## src/rtl/control_sequencer.sv

```systemverilog
// ============================================================================
//  Module   : control_sequencer
//  Purpose  : Hardwired fetch/execute sequencer (T0..T5) driving the Datapath
//             register enables, bus selects, MDR read, PC increment, ALU op.
//  Options  : CTRL_MULDIV_EN adds mul/div (opcodes 15/16) and state T6.
//  Revision : 1.0 - initial release
// ============================================================================
`default_nettype none

module control_sequencer #(
   parameter int ALU_OP_W = 5,
   parameter int NUM_GPR  = 16
) (
   input  logic                clk,
   input  logic                clr,
   input  logic                start,
   input  logic                halt_req,
   input  logic [31:0]         ir,
   output logic [31:0]         enable,
   output logic [31:0]         busSelect,
   output logic                md_read,
   output logic                inc_pc,
   output logic [ALU_OP_W-1:0] alu_op,
   output logic                busy,
   output logic                done,
   output logic                illegal
);

   localparam logic [3:0] c_ST_IDLE = 4'd0;
   localparam logic [3:0] c_ST_T0   = 4'd1;
   localparam logic [3:0] c_ST_T1   = 4'd2;
   localparam logic [3:0] c_ST_T2   = 4'd3;
   localparam logic [3:0] c_ST_T3   = 4'd4;
   localparam logic [3:0] c_ST_T4   = 4'd5;
   localparam logic [3:0] c_ST_T5   = 4'd6;
   localparam logic [3:0] c_ST_ERR  = 4'd7;
   localparam logic [3:0] c_ST_T6   = 4'd8;

   // Bit positions shared by enable and busSelect
   localparam int c_BIT_HI    = 16;
   localparam int c_BIT_LO    = 17;
   localparam int c_BIT_ZHIGH = 18;
   localparam int c_BIT_ZLOW  = 19;
   localparam int c_BIT_PC    = 20;
   localparam int c_BIT_MDR   = 21;
   localparam int c_BIT_IR    = 23;
   localparam int c_BIT_Z     = 24;
   localparam int c_BIT_MAR   = 25;
   localparam int c_BIT_Y     = 27;

   localparam logic [31:0] c_GPR_MASK = 32'((64'd1 << NUM_GPR) - 64'd1);

   logic [3:0]          r_state;
   logic [3:0]          w_next;
   logic [4:0]          w_opcode;
   logic [3:0]          w_ra;
   logic [3:0]          w_rb;
   logic [3:0]          w_rc;
   logic                w_legal;
   logic                w_is_muldiv;
   logic [31:0]         w_enable;
   logic [31:0]         w_bus_select;
   logic                w_md_read;
   logic                w_inc_pc;
   logic [ALU_OP_W-1:0] w_alu_op;
   logic                w_busy;
   logic                w_done;
   logic                w_illegal;
   logic                w_unused;

   assign w_opcode = ir[31:27];
   assign w_ra     = ir[26:23];
   assign w_rb     = ir[22:19];
   assign w_rc     = ir[18:15];
   // Immediate/constant field is not used by the supported instruction set
   assign w_unused = ^ir[14:0];

   always_comb begin
      w_legal = 1'b0;
      case (w_opcode)
         5'd3, 5'd4, 5'd5, 5'd6, 5'd7,
         5'd8, 5'd9, 5'd10, 5'd11: w_legal = 1'b1;
`ifdef CTRL_MULDIV_EN
         5'd15, 5'd16:             w_legal = 1'b1;
`endif
         default:                  w_legal = 1'b0;
      endcase
   end

`ifdef CTRL_MULDIV_EN
   assign w_is_muldiv = (w_opcode == 5'd15) || (w_opcode == 5'd16);
`else
   assign w_is_muldiv = 1'b0;
`endif

   always_comb begin
      w_next = r_state;
      case (r_state)
         c_ST_IDLE: if (start) w_next = c_ST_T0;
         c_ST_T0:   w_next = c_ST_T1;
         c_ST_T1:   w_next = c_ST_T2;
         // Decode must happen here since T3 outputs are registered from it
         c_ST_T2:   w_next = w_legal ? c_ST_T3 : c_ST_ERR;
         c_ST_T3:   w_next = c_ST_T4;
         c_ST_T4:   w_next = c_ST_T5;
         c_ST_T5: begin
            if (w_is_muldiv)   w_next = c_ST_T6;
            else if (halt_req) w_next = c_ST_IDLE;
            else               w_next = c_ST_T0;
         end
         c_ST_T6:   w_next = halt_req ? c_ST_IDLE : c_ST_T0;
         c_ST_ERR:  w_next = c_ST_ERR;
         default:   w_next = c_ST_IDLE;
      endcase
   end

   always_comb begin
      w_enable     = '0;
      w_bus_select = '0;
      w_md_read    = 1'b0;
      w_inc_pc     = 1'b0;
      w_alu_op     = '0;
      w_done       = 1'b0;
      w_illegal    = 1'b0;
      w_busy       = (w_next != c_ST_IDLE) && (w_next != c_ST_ERR);
      case (w_next)
         c_ST_T0: begin
            w_bus_select[c_BIT_PC] = 1'b1;
            w_enable[c_BIT_MAR]    = 1'b1;
            w_enable[c_BIT_Z]      = 1'b1;
            w_inc_pc               = 1'b1;
         end
         c_ST_T1: begin
            w_bus_select[c_BIT_ZLOW] = 1'b1;
            w_enable[c_BIT_PC]       = 1'b1;
            w_enable[c_BIT_MDR]      = 1'b1;
            w_md_read                = 1'b1;
         end
         c_ST_T2: begin
            w_bus_select[c_BIT_MDR] = 1'b1;
            w_enable[c_BIT_IR]      = 1'b1;
         end
         c_ST_T3: begin
            w_bus_select       = (32'd1 << w_rb) & c_GPR_MASK;
            w_enable[c_BIT_Y]  = 1'b1;
         end
         c_ST_T4: begin
            w_bus_select       = (32'd1 << w_rc) & c_GPR_MASK;
            w_enable[c_BIT_Z]  = 1'b1;
            w_alu_op           = ALU_OP_W'(w_opcode);
         end
         c_ST_T5: begin
            w_bus_select[c_BIT_ZLOW] = 1'b1;
            if (w_is_muldiv) begin
               w_enable[c_BIT_LO] = 1'b1;
            end else begin
               w_enable = (32'd1 << w_ra) & c_GPR_MASK;
               w_done   = 1'b1;
            end
         end
         c_ST_T6: begin
            w_bus_select[c_BIT_ZHIGH] = 1'b1;
            w_enable[c_BIT_HI]        = 1'b1;
            w_done                    = 1'b1;
         end
         c_ST_ERR: w_illegal = 1'b1;
         default: ;
      endcase
   end

   always_ff @(posedge clk or posedge clr) begin
      if (clr) begin
         r_state   <= c_ST_IDLE;
         enable    <= '0;
         busSelect <= '0;
         md_read   <= 1'b0;
         inc_pc    <= 1'b0;
         alu_op    <= '0;
         busy      <= 1'b0;
         done      <= 1'b0;
         illegal   <= 1'b0;
      end else begin
         r_state   <= w_next;
         enable    <= w_enable;
         busSelect <= w_bus_select;
         md_read   <= w_md_read;
         inc_pc    <= w_inc_pc;
         alu_op    <= w_alu_op;
         busy      <= w_busy;
         done      <= w_done;
         illegal   <= w_illegal;
      end
   end

endmodule

`default_nettype wire

```

## config.mk

```make
export PLATFORM = sky130hd
export DESIGN_NAME = control_sequencer
export DESIGN_NICKNAME = d
export VERILOG_FILES = /design/src/rtl/control_sequencer.sv
export SDC_FILE = /design/constraint.sdc
export NUM_CORES = 1
export LEC_CHECK = 0
export ABC_AREA = 1
export CORE_UTILIZATION = 36
export DETAILED_ROUTE_END_ITERATION = 7
export PLACE_DENSITY = 0.84
export SYNTH_ARGS = -nofsm -noshare
export SYNTH_HDL_FRONTEND = slang
export SYNTH_SLANG_ARGS = --single-unit
```

## constraint.sdc

```tcl
create_clock -name clk -period 1.4 [get_ports clk]
set_input_delay 0.14 -clock clk [delete_from_list [all_inputs] [get_ports clk]]
set_output_delay 0.14 -clock clk [all_outputs]
set_load 0.01 [all_outputs]
```

==> results of run 1 <==
per-layer routing:
metal / GRT usage / share of wire
met1: 0.173 / 0.41
met2: 0.232 / 0.50
met3: 0.0343 / 0.080
met4: 0.0429 / 0.0070
met5: 0 / 0
what timing repair did:
item / CTS / global route
setup endpoints to repair: 19 / 42
gates resized for setup: 12 / 16
buffers inserted: 4 / 2
hold buffers: 0 / 0
endpoints found under the hold margin: 0 / 0
pin swaps: 5 / 4
layout make-up:
class	count	area (µm²)	share of cell area
clock buffer	5	68.8	0.0214
clock inverter	2	37.5	0.0117
inverter	33	124	0.0385
multi-input combinational	134	721	0.224
sequential	51	1280	0.398
tap	72	90.1	0.0280
timing repair buffer	89	898	0.279
metrics by stage:
step | TNS, ps | area, µm²
2_1_floorplan | 0 | 2260
3_3_place_gp | -691 | 2960
3_5_place_dp | -1380 | 2960
4_1_cts | 0 | 3160
5_1_grt | -873 | 3220
6_report | -9.72 | 3220
cells in the mapped netlist, drive strengths merged (2+ instances only):
| master | n | share of area |
|---|---|---|
| inv | 33 | 0.057 |
| nand2 | 33 | 0.067 |
| nand3 | 14 | 0.035 |
| dfrtp | 51 | 0.59 |
| nor2 | 55 | 0.10 |
| buf | 28 | 0.10 |
| nor3 | 2 | 0.0098 |
| o21ai | 4 | 0.023 |
how the worst max path moves through the flow:
stage / start / end / slack [ps] / depth (start not counted)
5_1_grt: r_state[2]$_DFF_PP0_ / busy$_DFF_PP0_ / -100 / 9
3_3_place_gp: ir[28] / busSelect[3]$_DFF_PP0_ / -100 / 9
6_report: r_state[3]$_DFF_PP0_ / busy$_DFF_PP0_ / -10 / 9
4_1_cts: r_state[2]$_DFF_PP0_ / busSelect[13]$_DFF_PP0_ / 0.4 / 8
2_1_floorplan: clr / alu_op[0]$_DFF_PP0_ / 30 / 1
3_5_place_dp: ir[31] / busSelect[7]$_DFF_PP0_ / -140 / 10
where the power goes:
group	switching [W]	internal, W	total, W
logic	0.000829	0.000730	0.00156
registers	0.000112	0.00163	0.00174
clock network	0.000444	0.000522	0.000967
total	0.00138	0.00288	0.00426
worst max-delay path: stages (launching register included):
cell,delay [ps]
dfrtp_2,450
nor2_4,190
buf_4,150
nand3_1,60
nand2_1,80
inv_2,60
nand3_4,110
nand3_1,100
nand2_1,70
inv_1,40
registers in the layout, indices dropped and copies added, names as in the netlist:
signal	cells
busSelect	17
busy	1
illegal	1
enable	22
done	1
alu_op	5
r_state	4
cell families (layout without fill, tap and decap cells):
logic type             Yosys count  in the layout  share of synthesized area
and+or+nand+nor                106            106                      0.227
buffers and inverters           62            129                      0.159
DFF                             51             51                      0.587
AOI/OAI and AO/OA                5              5                     0.0265
other                            1             23                    0.00172
==> metrics.cfg, run 1 <==
[global_route]
grt_pass1_vias = 1505
grt_max_degree = 22
overflow = 0
grt_pass1_wl_mm = 6.73
antenna_found_initial = 0
track_usage = 0.138

[setup_path]
endpoint_kind = register
required_ps = 1590
timing.rr.start = r_state[3]$_DFF_PP0_
criticalPathCategory = reg2reg
r2r_setup_slack_ps = -10
crit_fanout = 5
crit_arrival_ps = 1600
startpoint_type = register
r2r-end = busy$_DFF_PP0_
rr_worst_depth = 9

[synthesis]
synth.distinct_cells = 22
synth_top_flop_cell = dfrtp_1
syn-cell-area_um2 = 2180
synth_warnings = 0
yosysSeqAreaShare = 0.587
syn_inst = 225
synth_edf_count = 0
synth.avg_cell_area_um2 = 9.67
ys_seq_elements = 51
synthArstFlopShare = 1.00

[die]
boundaryPins = 110
start_util = 0.383
rows = 27
die_area_um2 = 6360
die_y_um = 79.7
core_um2 = 5680
die_w_um = 79.7

[sta]
fmax_mhz = 709
worst_slack_ps = -9.72
hold_ws_ps = 139
clock_skew_ps = 5.29
rsz0062_at_grt = yes
fin_crit_ps = 1410
maxSlewViolCount = 0
finalSetupViolCount = 1
finalCritPeriodShare = 1.01
finalHoldViolCount = 0

[cells_and_area]
layout.nets = 350
layout_commonest_cell = clkdlybuf4s50_1
final_util = 0.567
nFillCells = 510
drive_gt1_frac = 0.194
area_growth_pct = 48.0
final_cell_mix = clkdlybuf4s50_1 (69), nor2_1 (47), dfrtp_1 (47)
fin_cells = 386
diodes = 0

[place]
dp_cells = 373
place_congestion = 0.765
hpwlAfterDp_mm = 3.09
portBuffers = 73
placement.setup.worst_slack_ps = -135

[detailed_routing]
antenna_left = 0
vias = 1630
wire_per_inst_um = 10.7
wirelength_mm = 4.14
drcViolationCount = 0
via_per_inst = 4.22
drt_iter0_markers = 67
first_pass_iters = 4

[clock_network]
clkLatencyLatePin_ps = 290
ctsRootBufferMaster = clkbuf_8
numCtsBuffers = 5
clockBufferDepth = 2
clock_sinks = 51
clk_pin_slew_ps = 90
tritoncts = built
h-tree-depth = 2

[status]
violations = setup timing
outcome = finished, violations left

[min_path]
worstHoldPathType = in2async

[pwr]
p_leak_nw = 1.62
finalPower_w = 0.00426
power_density_nw_per_um2 = 1320
vdd_drop_max_v = 0.000574

[run]
cap_violations = 0

(Power assumes the default switching activity.)
==> run 2, diff against run 1 <==
CORE_UTILIZATION = 30   (was 36)
PLACE_DENSITY = 0.71   (was 0.84)
clock period = 1.6 ns   (was 1.4 ns; I/O delays follow)
==> metrics.cfg, run 2 (synthesis results as in run 1) <==
[status]
outcome = finished, final reports clean

[sta]
fmax_mhz = 665
finalSetupViolCount = 0
fin_crit_ps = 1500
maxSlewViolCount = 0
timing.setup.tns_ps = 0
clock_skew_ps = 4.10
finalCritPeriodShare = 0.940
hold_ws_ps = 137
worst_slack_ps = 96.3
finalHoldViolCount = 0
rsz0062_at_grt = yes

[die]
die_area_um2 = 7600
core_um2 = 6910
rows = 30
die_y_um = 87.2
boundaryPins = 110
die_w_um = 87.2
start_util = 0.315

[global_route]
grt_pass1_vias = 1452
grt_pass1_wl_mm = 6.60
overflow = 0
track_usage = 0.116
grt_max_degree = 22
antenna_found_initial = 0

[detailed_routing]
vias = 1567
via_per_inst = 3.92
antenna_left = 0
drt_iter0_markers = 52
wirelength_mm = 4.14
first_pass_iters = 5
wire_per_inst_um = 10.3
drcViolationCount = 0

[cells_and_area]
layout.nets = 339
largest_reg_flops = 22
drive_gt1_frac = 0.118
seq_area_um2 = 1280
multi_input_area_um2 = 637
diodes = 0
nFillCells = 697
reg_top3 = enable x22, busSelect x17, alu_op x5
largest-register = enable
layout_commonest_cell = clkdlybuf4s50_1
area_growth_pct = 38.9
final_cell_mix = clkdlybuf4s50_1 (73), dfrtp_1 (51), nor2_1 (50)
final_util = 0.438

[clock_network]
ctsRootBufferMaster = clkbuf_8
clkLatencyLatePin_ps = 300
hold_buffers = 0
numCtsBuffers = 5
cts_setup_buffers = 0
clock_sinks = 51
clockBufferDepth = 2
clk_pin_slew_ps = 90
postCtsResizedCells = 0
tritoncts = built
h-tree-depth = 2

[pwr]
power_density_nw_per_um2 = 1080
p_seq_frac = 0.460
switching_share = 0.331
p_leak_nw = 1.49
clkPwrFrac = 0.214
p_comb_frac = 0.326
vdd_drop_max_v = 0.000395
p_int_w = 0.00219
netSwitchingPower_w = 0.00109

[setup_path]
required_ps = 1820
startpoint_type = register
crit_fanout = 9
r2r-end = busSelect[0]$_DFF_PP0_
endpoint_kind = register
r2r_setup_slack_ps = 100
criticalPathCategory = reg2reg
crit_arrival_ps = 1730
timing.rr.start = r_state[0]$_DFF_PP0_
rr_worst_depth = 5

[place]
place_congestion = 0.778
hpwlAfterDp_mm = 3.26
portBuffers = 73
placement.setup.worst_slack_ps = 15.6

[min_path]
worstHoldPathType = in2async

[run]
cap_violations = 0

run 2: how the worst max path moves through the flow:
stage | startpoint | to | slack, ps
2_1_floorplan | clr | alu_op[0]$_DFF_PP0_ | 210
3_3_place_gp | ir[28] | busSelect[7]$_DFF_PP0_ | 50
3_5_place_dp | ir[27] | busSelect[0]$_DFF_PP0_ | 20
4_1_cts | r_state[0]$_DFF_PP0_ | busSelect[0]$_DFF_PP0_ | 90
5_1_grt | r_state[1]$_DFF_PP0_ | busy$_DFF_PP0_ | -10
6_report | r_state[0]$_DFF_PP0_ | busSelect[0]$_DFF_PP0_ | 100
run 2: worst max-delay path: stages, from the launching register on:
cell and delay [ps]:
dfrtp_1 450, nor2_2 200, nand2_4 160, o21ai_2 220
nand3_2 220, nor2_1 180
run 2: area by class of cell:
type	instances	share of cell area
clock buffers	6	0.0240
clock inverters	2	0.00414
inverters	33	0.0410
multi-input cells	134	0.211
flip-flops and latches	51	0.422
well taps	96	0.0397
repair buffers	78	0.258
run 2: layer usage:
metal | up-vias | GRT usage | routed length [µm]
li1 | 776 | - | -
met1 | 699 | 0.143 | 1810
met2 | 88 | 0.196 | 1930
met3 | 4 | 0.0322 | 355
met4 | 0 | 0.0402 | 42
met5 | - | 0 | 0
run 2: power groups by stage:
stage          Sequential [W]  Clock [W]  Combinational [W]
6_report              0.00151   0.000702            0.00107
3_5_place_dp          0.00153          0            0.00108
5_1_grt               0.00153   0.000803            0.00120
4_1_cts               0.00151   0.000735            0.00108
3_3_place_gp          0.00153          0            0.00106
2_1_floorplan         0.00156          0           0.000663
run 2: stage by stage:
stage                     area (µm²)  cells  total power [W]
after floorplan                 2260    247          0.00223
after CTS                       3020    400          0.00332
after global routing            3020    400          0.00353
after global placement          2940    392          0.00259
after detailed placement        2940    392          0.00261
final                           3020    400          0.00328
